**src/rtl/uni_shift_seq.sv**
```systemverilog
// Universal shift register with a multi-step command sequencer.
// Single-cycle commands (HOLD, LOAD, CLEAR, or any shift with count=0) update q
// at the acceptance edge. A shift with count N>=1 latches mode/count, then
// performs one step per edge for N edges. An abort ends the run early and
// leaves q partly shifted; a run that completes pulses done for one cycle.
module uni_shift_seq #(
  parameter int WIDTH = 8,
  parameter int CNT_W = 4
) (
  input  logic             clock,
  input  logic             reset,
  input  logic             cmd_valid,
  output logic             cmd_ready,
  input  logic [2:0]       mode,
  input  logic [CNT_W-1:0] count,
  input  logic [WIDTH-1:0] d,
  input  logic             dl,
  input  logic             dr,
  input  logic             abort,
  output logic [WIDTH-1:0] q,
  output logic             so_lo,
  output logic             so_hi,
  output logic             busy,
  output logic             done
);

  typedef enum logic [2:0] {
    M_HOLD  = 3'b000,
    M_SHR   = 3'b001,
    M_SHL   = 3'b010,
    M_LOAD  = 3'b011,
    M_ROR   = 3'b100,
    M_ROL   = 3'b101,
    M_ASR   = 3'b110,
    M_CLEAR = 3'b111
  } mode_e;

  typedef enum logic {
    IDLE = 1'b0,
    RUN  = 1'b1
  } state_e;

  state_e           state, state_next;
  mode_e            mode_r, mode_next;
  logic [CNT_W-1:0] cnt_r, cnt_next;
  logic [WIDTH-1:0] q_next;
  logic             done_next;
  mode_e            mode_in;
  logic             accept;
  logic             is_shift;

  // One step of a shift or rotate; dl/dr are the values present at the step edge.
  function automatic logic [WIDTH-1:0] step(input mode_e m,
                                            input logic [WIDTH-1:0] v,
                                            input logic fill_l,
                                            input logic fill_r);
    logic [WIDTH-1:0] r;
    r = v;
    case (m)
      M_SHR:   r = {fill_r, v[WIDTH-1:1]};
      M_SHL:   r = {v[WIDTH-2:0], fill_l};
      M_ROR:   r = {v[0], v[WIDTH-1:1]};
      M_ROL:   r = {v[WIDTH-2:0], v[WIDTH-1]};
      M_ASR:   r = {v[WIDTH-1], v[WIDTH-1:1]};
      default: r = v;
    endcase
    return r;
  endfunction

  assign mode_in   = mode_e'(mode);
  assign cmd_ready = (state == IDLE) && !reset;
  assign accept    = cmd_valid && cmd_ready;
  assign is_shift  = (mode_in == M_SHR) || (mode_in == M_SHL) || (mode_in == M_ROR) ||
                     (mode_in == M_ROL) || (mode_in == M_ASR);
  assign busy      = (state == RUN);
  assign so_lo     = q[0];
  assign so_hi     = q[WIDTH-1];

  // State, register contents, latched command and done pulse.
  always_ff @(posedge clock) begin
    if (reset) begin
      state  <= IDLE;
      mode_r <= M_HOLD;
      cnt_r  <= '0;
      q      <= '0;
      done   <= 1'b0;
    end else begin
      state  <= state_next;
      mode_r <= mode_next;
      cnt_r  <= cnt_next;
      q      <= q_next;
      done   <= done_next;
    end
  end

  // Command acceptance, step sequencing and abort handling.
  always_comb begin
    state_next = state;
    mode_next  = mode_r;
    cnt_next   = cnt_r;
    q_next     = q;
    done_next  = 1'b0;
    case (state)
      IDLE: begin
        if (accept) begin
          if (is_shift && (count != '0)) begin
            state_next = RUN;
            mode_next  = mode_in;
            cnt_next   = count;
          end else begin
            done_next = 1'b1;
            case (mode_in)
              M_LOAD:  q_next = d;
              M_CLEAR: q_next = '0;
              default: q_next = q;
            endcase
          end
        end
      end
      RUN: begin
        if (abort) begin
          state_next = IDLE;
          cnt_next   = '0;
        end else begin
          q_next   = step(mode_r, q, dl, dr);
          cnt_next = cnt_r - CNT_W'(1);
          if (cnt_r == CNT_W'(1)) begin
            state_next = IDLE;
            done_next  = 1'b1;
          end
        end
      end
      default: state_next = IDLE;
    endcase
  end

endmodule

```
**config.mk**
```make
export PLATFORM = sky130hd
export DESIGN_NAME = uni_shift_seq
export DESIGN_NICKNAME = d
export VERILOG_FILES = /design/src/rtl/uni_shift_seq.sv
export SDC_FILE = /design/constraint.sdc
export NUM_CORES = 1
export LEC_CHECK = 0
export CORE_MARGIN = 3
export CORE_UTILIZATION = 42
export DETAILED_ROUTE_END_ITERATION = 16
export GPL_TIMING_DRIVEN = 1
export PLACE_DENSITY = 0.75
export SYNTH_ARGS = -nofsm -noshare
export SYNTH_HDL_FRONTEND = slang
export SYNTH_SLANG_ARGS = --single-unit
```
**constraint.sdc**
```tcl
create_clock -name clock -period 1.3 [get_ports clock]
set_input_delay 0.195 -clock clock [delete_from_list [all_inputs] [get_ports clock]]
set_output_delay 0.195 -clock clock [all_outputs]
set_load 0.005 [all_outputs]
```
==> metrics, run 1 <==
mapped cell area=1170 um^2; I/O pins=34; Netlist cell types=42; # fillers=180; met3 GRT Util=0.0526; clock share of power=0.225; Hold Buf Count CTS=0; Total Power=1.36 mW; Req. time, crit path=1.51 ns; number of global-route vias before repair=1395; Net Switching=0.424 mW; Initial Utilization=0.456; FF+latch count, synth=17; maxcap violations=0; vias after detailed routing=1364; synth warn=0; Detail Route Antenna Nets=0; kind of critical path=reg2reg; routed wire length=3900 um; CTS max path bufs=2; failing checks=negative setup slack; Mapped Cells=143; Final Wtd Congestion=0.806; run status=finished, violations left; Placement Cell Area=1670 um^2; hpwl dp=2570 um; layout cell share with drive strength beyond 1=0.414; aggregate global routing overflow=0; main flop type after synthesis=dfxtp_1; shortest period the worst path allows=1.51 ns; initial antenna violation count=0; DRT Pass-1 Iters=4; Final Hold Viols=0; CTS Buf Count=3; Leak=0.853 nW; Worst Tran Pin Value=0.271 ns; most crowded layer after global routing=met2; Crit Path Max Fanout=6; Synth Net Count=166; Comb pwr share=0.343; PD cells=691 nW/um^2; Synth-to-Final Area Change=67.8%; unrepaired setup endpoints after global routing=true; Int Power=0.935 mW; CP Capture Type=register; CTS Root Cell=clkbuf_4; Final setup viols=19; Total Routing Usage GR=0.242; core area=2570 um^2; worst vdd ir=0.000717 V; Cell Count Post-Placement=217; Switching Fraction=0.312; first-pass GRT wire length=6440 um; Finished Layout Cells=240; row cnt=18; Final #Nets=234; Async SR Flop Fraction=0; Die H=58.8 um; Max Clk Rate=663 MHz; Clock transition at path regs=0.12 ns; Hold Path Class=in2reg; Synth Area per Inst=8.19 um^2; startpoint types=register; Max Slew Vio Count=0; final instance area=1970 um^2; EDFF count, synth=0; DP Worst Slack=-0.532 ns; Slew HR=0.818; width of the die=58.8 um; GR Util met2=0.438; CTS H-tree depth=1; crit share post-route=1.16; Layout Skew=0.0139 ns; wire per inst=16.3 um; Die Area=3460 um^2; Antenna Cells=0; DRC Markers=0; Seq/Total Area, Yosys=0.291; drt first-iter violations=51; PnR worst setup slack=-0.208 ns; met1 usage=0.281; PortBufs=33; Sink Count=17; CP arrival=1.71 ns; clock insertion delay at the later pin of the skew report=0.31 ns; largest net degree at the start of global routing=19; CTS tree=built; DR vias/cell=5.68; sequential share of power=0.432
==> worst max-delay path: stages (launching register included) <==
cell and delay [ns]:
dfxtp_2 0.36, buf_6 0.12, nand3b_1 0.24, buf_6 0.19, a21boi_2 0.15, o21ai_2 0.08
a311oi_2 0.25
==> power groups by stage <==
stage	Combinational, mW	Clock (mW)	Sequential (mW)
floorplan	0.202	0	0.593
global placement	0.377	0	0.597
detailed placement	0.388	0	0.598
CTS	0.433	0.306	0.585
global route	0.503	0.340	0.592
finish	0.467	0.305	0.587
==> cells in the final DEF (no fill, tap or decap), types with 3 or more instances in the layout <==
cell type,count
nand2_1,14
o21ai_0,3
mux2i_1,4
dlygate4sd2_1,17
nor2_1,10
and3_1,6
dfxtp_2,9
clkbuf_4,3
o21ai_1,5
inv_1,4
a21oi_1,11
clkdlybuf4s50_1,14
dfxtp_1,6
buf_4,27
buf_6,9
a21boi_2,6
a311oi_1,4
buf_2,3
nand3_1,5
==> flip-flops by register name, indices dropped and copies added, names as in the netlist <==
register	flops
cnt_r	4
busy	1
q	8
done	1
mode_r	3
==> per-stage QoR <==
step | setup TNS (ns) | utilization | hold slack, ns
2_1_floorplan | -1.01 | - | 0.339
6_report | -2.15 | 0.766 | 0.309
4_1_cts | -1.84 | 0.735 | 0.308
5_1_grt | -3.63 | 0.766 | 0.309
3_5_place_dp | -8.03 | 0.652 | 0.534
3_3_place_gp | -7.18 | 0.652 | 0.517
==> what timing repair did <==
item                       4_1_cts  5_1_grt
pin swaps                       26        0
setup endpoints to repair       28       22
setup buffers                    9        7
cloned                           3        0
gates resized for setup         53        9
==> area by class of cell <==
type                       instances  area [um^2]  area share
timing repair buffer              74          676       0.344
tap                               30         37.5      0.0191
clock inverter                     1         5.00     0.00255
multi-input combinational        111          851       0.433
inverter                           4         15.0     0.00764
clock buffer                       3         22.5      0.0115
sequential                        17          359       0.183
==> kinds of logic after synthesis <==
logic type / count (synthesis) / synth area share
flops: 17 / 0.291
compound gates: 46 / 0.286
xor+xnor: 2 / 0.0150
fa+ha+maj: 2 / 0.0214
buf+inv: 16 / 0.0801
simple gates: 56 / 0.272
mux: 4 / 0.0342
==> layer usage <==
metal  wire [um]  vias to the layer above
met4          45                        0
met5           0                        -
li1            -                      651
met3         224                        7
met2        2020                       43
met1        1610                      663
==> cell usage after synthesis, types with 4 or more instances <==
master / n / area, um^2
dfxtp_1: 17 / 340
nand2_1: 14 / 52.6
a21oi_1: 13 / 65.1
nor2_1: 12 / 45.0
and3_1: 7 / 43.8
o21ai_1: 7 / 35.0
a21boi_2: 6 / 67.6
a311oi_1: 6 / 52.6
buf_2: 6 / 30.0
nand3_1: 5 / 25.0
inv_1: 4 / 15.0
mux2i_1: 4 / 40.0
==> final timing paths <==
| check | from | depth (start not counted) | endpoint | slack [ns] |
|---|---|---|---|---|
| setup reg to reg | mode_r[1] | 6 | q[5] | -0.21 |
| hold reg to reg | q[3] | 2 | q[3] | 0.56 |
| hold / removal | cmd_valid | 3 | done | 0.31 |
| setup / recovery | mode_r[1] | 6 | q[5] | -0.21 |
(Power assumes the default switching activity.)
==> run 2, diff against run 1 <==
CORE_MARGIN = default   (was 3)
PLACE_DENSITY = 0.81   (was 0.75)
==> run 2 against run 1 <==
The flow still finishes with violations (negative setup slack). Clock skew decreased by 0.0014 ns. Core utilization increased by 3.5 points. Routed wire length increased by 7.7%. Die area decreased by 13%. Register-to-register slack got worse by 0.07 ns. Count of clock-buffer cells in the layout unchanged. Final area increased by 3.7%. Sequential cell count unchanged. Largest cell class unchanged. Largest power group unchanged. Highest routed layer unchanged.
==> metrics, run 2 (synthesized netlist as in run 1, its figures left out) <==
Worst Tran Pin Value=0.279 ns; unrepaired setup endpoints after global routing=true; Sink Count=17; initial antenna violation count=0; Final setup viols=18; CP Capture Type=register; Initial Utilization=0.460; Die H=54.8 um; DRC Markers=0; number of global-route vias before repair=1392; worst vdd ir=0.000692 V; CTS tree=built; Slew HR=0.814; Max Slew Vio Count=0; Detail Route Antenna Nets=0; routed wire length=4200 um; CTS max path bufs=2; Biggest register=q; most frequent cells in the layout=buf_4 (29), nand2_1 (14), clkdlybuf4s50_1 (14), dlygate4sd2_1 (14); Layout Skew=0.0125 ns; Max Clk Rate=634 MHz; clock insertion delay at the later pin of the skew report=0.32 ns; final hold slack=0.275 ns; CTS H-tree depth=1; I/O pins=34; commonest non-fill, non-tap cell in the layout=buf_4; kind of critical path=reg2reg; Die Area=3000 um^2; worst setup path start=mode_r[1]; Synth-to-Final Area Change=74.0%; DRT Pass-1 Iters=4; drt first-iter violations=25; row cnt=18; wire per inst=17.3 um; Req. time, crit path=1.49 ns; Antenna Cells=0; Largest regs=q (8), cnt_r (4), mode_r (3); Final Wtd Congestion=0.826; Hold Buf Count CTS=0; PnR worst setup slack=-0.276 ns; Final #Nets=237; PortBufs=33; layout cell share with drive strength beyond 1=0.460; Crit Reg-Reg Startpoint=mode_r[1]; Total Routing Usage GR=0.299; Hold Path Origin=count[1]; largest net degree at the start of global routing=19; crit share post-route=1.21; startpoint types=register; number of flip-flops in the largest register=8; CP arrival=1.76 ns; CTS Buf Count=3; maxcap violations=0; hpwl dp=2420 um; run status=finished, violations left; DR vias/cell=5.88; Crit Path Max Fanout=6; Total Power=1.40 mW; core area=2540 um^2; CTS Root Cell=clkbuf_4; PD cells=685 nW/um^2; Final Hold Viols=0; Hold Path Class=in2reg; first-pass GRT wire length=6150 um; vias after detailed routing=1430; failing checks=negative setup slack; aggregate global routing overflow=0; width of the die=54.8 um; Leak=0.867 nW; Clock transition at path regs=0.12 ns; shortest period the worst path allows=1.58 ns
-- run 2: cell count changes in the layout (fill, tap and decap cells not counted), moves of 2 or more --
cell	change
and3_1	-3
and3_4	+3
buf_4	+2
buf_6	+2
clkdlybuf4s15_1	+3
dfxtp_2	-3
dfxtp_4	+3
dlygate4sd2_1	-3
o21ai_1	-2
o21ai_2	+3
-- run 2: area by class of cell --
class / count / area [um^2]
Inverter: 4 / 15.0
Tap cell: 30 / 37.5
Timing Repair Buffer: 77 / 702
Fill cell: 167 / 507
Multi-Input combinational cell: 111 / 890
Clock buffer: 3 / 22.5
Clock inverter: 1 / 5.00
Sequential cell: 17 / 367
-- run 2: per-layer routing --
layer,routed length (um),track usage,part of all wire
met1,1570,0.300,0.37
met2,2280,0.572,0.54
met3,207,0.0694,0.049
met4,142,0.128,0.034
met5,0,0,0
-- run 2: final timing paths --
path / cells past startpoint / slack [ns] / endpoint
worst max-delay path: 6 / -0.28 / q[5]
worst min register to register: 2 / 0.56 / mode_r[2]
worst min-delay path: 3 / 0.27 / cnt_r[1]
worst max register to register: 6 / -0.28 / q[5]
-- run 2: worst max-delay path: stages, from the launching register on --
cell,delay (ns)
dfxtp_4,0.38
buf_4,0.11
buf_6,0.08
or3b_4,0.42
and3_4,0.19
o21ai_2,0.15
a311oi_1,0.12
-- run 2: metrics by stage --
| stage | TNS (ns) | util | instance area, um^2 | instances | worst slack, ns |
|---|---|---|---|---|---|
| 2_1_floorplan | -1.01 | - | 1210 | 143 | -0.143 |
| 3_3_place_gp | -7.20 | 0.664 | 1690 | 219 | -0.455 |
| 3_5_place_dp | -7.86 | 0.664 | 1690 | 219 | -0.548 |
| 4_1_cts | -1.68 | 0.767 | 1950 | 238 | -0.145 |
| 5_1_grt | -3.90 | 0.801 | 2040 | 243 | -0.319 |
| 6_report | -2.74 | 0.801 | 2040 | 243 | -0.276 |
-- run 2: timing repair --
item,CTS,global route
setup endpoints to repair,30,21
gates cloned,3,0
gates resized for setup,67,11
pin swaps,28,10
buffers inserted,12,5
-- run 2: power by group --
group	total [mW]	internal, mW	switching [mW]
sequential	0.581	0.551	0.0303
clock	0.314	0.115	0.199
combinational	0.500	0.279	0.221
total	1.40	0.945	0.450
==> run 3, diff against run 2 <==
CTS_BUF_LIST = sky130_fd_sc_hd__clkbuf_4 sky130_fd_sc_hd__clkbuf_8 sky130_fd_sc_hd__clkbuf_16   (was default)
==> results of run 3 <==
The final DEF is identical to that of run 2; final timing and power are the same.
==> patch, RTL diff (config.mk and constraints of run 2) <==
Set the parameter `WIDTH` to 10 (it was 8).
--- a/src/rtl/uni_shift_seq.sv
+++ b/src/rtl/uni_shift_seq.sv
@@ -4,7 +4,7 @@
 // performs one step per edge for N edges. An abort ends the run early and
 // leaves q partly shifted; a run that completes pulses done for one cycle.
 module uni_shift_seq #(
-  parameter int WIDTH = 8,
+  parameter int WIDTH = 10,
   parameter int CNT_W = 4
 ) (
   input  logic             clock,
Ports: changed (resized d and q); port bits go from 34 to 38. The function was not compared with the original's and may differ.
==> patch against run 2 <==
The flow still finishes with violations (setup timing); cell area up 8.0%; setup slack worse by 63 ps; area after synthesis is 0.43% higher; highest routed layer unchanged; largest power group unchanged; wire length is 17% higher; total power rose by 14%; via count up 3.1%; sequential cell count rose by 2; die area grew 0.40%.
==> patch: results (changes against run 2) <==
| Metric | Value |
|---|---|
| Final Worst Setup Slack | -339.1 ps (-63.05 ps) |
| # port buffers | 37 (+12%) |
| Static leakage | 0.9809 nW (+13%) |
| Nets | 240 (+1.3%) |
| Post-detail-place hpwl | 2496 µm (+3.3%) |
| Placed Instance Area | 1800 µm² (+6.6%) |
| Main area contributors after synthesis | dfxtp_1, mux2_4, nor2_1, a221oi_1, mux2i_1 |
| Reg-to-Reg Start | busy$_SDFF_PP0_ |
| Violated checks | setup timing |
| Vias | 1475 (+3.1%) |
| Slew margin rel. | 76.54% (-4.8 points) |
| Largest net degree at the start of global routing | 16 (-3) |
| Syn Nets | 162 (-2.4%) |
| Via density | 6.045 (+2.7%) |
| Hold Startpoint | mode[2] |
| Syn avg cell area | 8.585 µm² (+4.8%) |
| Commonest cells in the netlist | dfxtp_1, nor2_1, nand2_1, nor3_1 |
| Gr usage total | 31.30% (+1.4 points) |
| Final setup fails | 19 (+1) |
| Fin Setup TNS | -3372 ps (-627.5 ps) |
| Worst hold path depth | 4 (+1) |
| Clock skew | 19.24 ps (+6.760 ps) |
| Root Driver | clkbuf_4 |
| Critical path arrival | 1840 ps (+80 ps) |
| First-pass GRT wire length | 6617 µm (+7.5%) |
| Largest registers | q (10), cnt_r (4), mode_r (3) |
| Hold EP | mode_r[2]$_SDFFE_PP0P_ |
| Distinct cells, synth | 37 (-12%) |
| Vias in the first global route | 1434 (+3.0%) |
| Initial DRC Count | 40 (+60%) |
| FF-to-FF End | q[8]$_SDFFE_PP0P_ |
| WL per Instance | 20.18 µm (+17%) |
| Hold/Removal Path Class | input port to flip-flop |
| GP Congestion | 0.7263 (-12%) |
| Placed Instances | 222 (+1.4%) |
| # fillers | 131 (-22%) |
| Layout cell share with drive strength beyond 1 | 48.60% (+2.6 points) |
| # diodes | 0 (unchanged) |
| Register area share after synthesis | 32.34% (+3.3 points) |
| Peak VDD IR | 0.0006416 V (-7.2%) |
| Status | complete, but fails checks |
| Worst hold slack | 321.4 ps (+46.56 ps) |
patch: area by class of cell:
type | instances | area share (%)
well taps | 30 | 1.706
inverters | 6 | 1.023
flip-flops and latches | 19 | 18.14
multi-input cells | 103 | 43.26
clock buffers | 4 | 1.194
repair buffers | 82 | 34.68
patch: worst max-delay path by stage:
stage                                 startpoint  slack (ps)  depth (start not counted)                 to
after floorplan           mode_r[1]$_SDFFE_PP0P_        -260                          7  q[2]$_SDFFE_PP0P_
after global placement                 cmd_valid        -500                          6  q[8]$_SDFFE_PP0P_
after detailed placement               cmd_valid        -570                          6  q[8]$_SDFFE_PP0P_
after CTS                 mode_r[0]$_SDFFE_PP0P_        -240                          5  q[2]$_SDFFE_PP0P_
after global routing             busy$_SDFF_PP0_        -350                          6  q[8]$_SDFFE_PP0P_
final                            busy$_SDFF_PP0_        -340                          6  q[8]$_SDFFE_PP0P_
patch: cell families (layout without fill, tap and decap cells):
family	Yosys count	count (layout)	synth area share, %
multiplexers	13	13	14.15
buffers and inverters	17	92	7.766
XOR/XNOR	2	2	1.490
flip-flops	19	19	32.34
adder cells (fa/ha/maj)	2	2	2.127
AND/OR/NAND/NOR	50	50	19.79
AO/OA/AOI/OAI	34	36	22.34
patch: stage by stage:
stage / util [%] / setup WS [ps] / power [W]
after floorplan: - / -265.0 / 0.0008905
after global placement: 70.13 / -498.9 / 0.001099
after detailed placement: 70.13 / -567.3 / 0.001118
after CTS: 80.80 / -241.0 / 0.001495
after global routing: 85.72 / -349.9 / 0.001633
final: 85.72 / -339.1 / 0.001584
patch: repair_timing:
action,CTS,global route
gates resized for setup,61,21
setup endpoints to repair,34,20
hold buffers,0,0
gates cloned,2,1
pin swaps,10,8
setup buffers,14,2
patch: layer usage:
layer	wire length [µm]	vias up	global-route usage, %
met5	0	-	0
met4	184	0	17.08
met3	382	20	5.191
met2	2497	93	56.43
met1	1858	698	34.55
li1	-	664	-
patch: power breakdown:
group,switching (W),internal (W)
combinational,0.000287,0.000319
clock,0.000205,0.000120
sequential,0.0000311,0.000621
patch: critical path: stages, from the launching register on:
cell and delay (ps):
dfxtp_4 390, nor3b_4 270, a31oi_4 160, buf_4 180
a21o_4 220, a221oi_2 210, a211oi_1 90
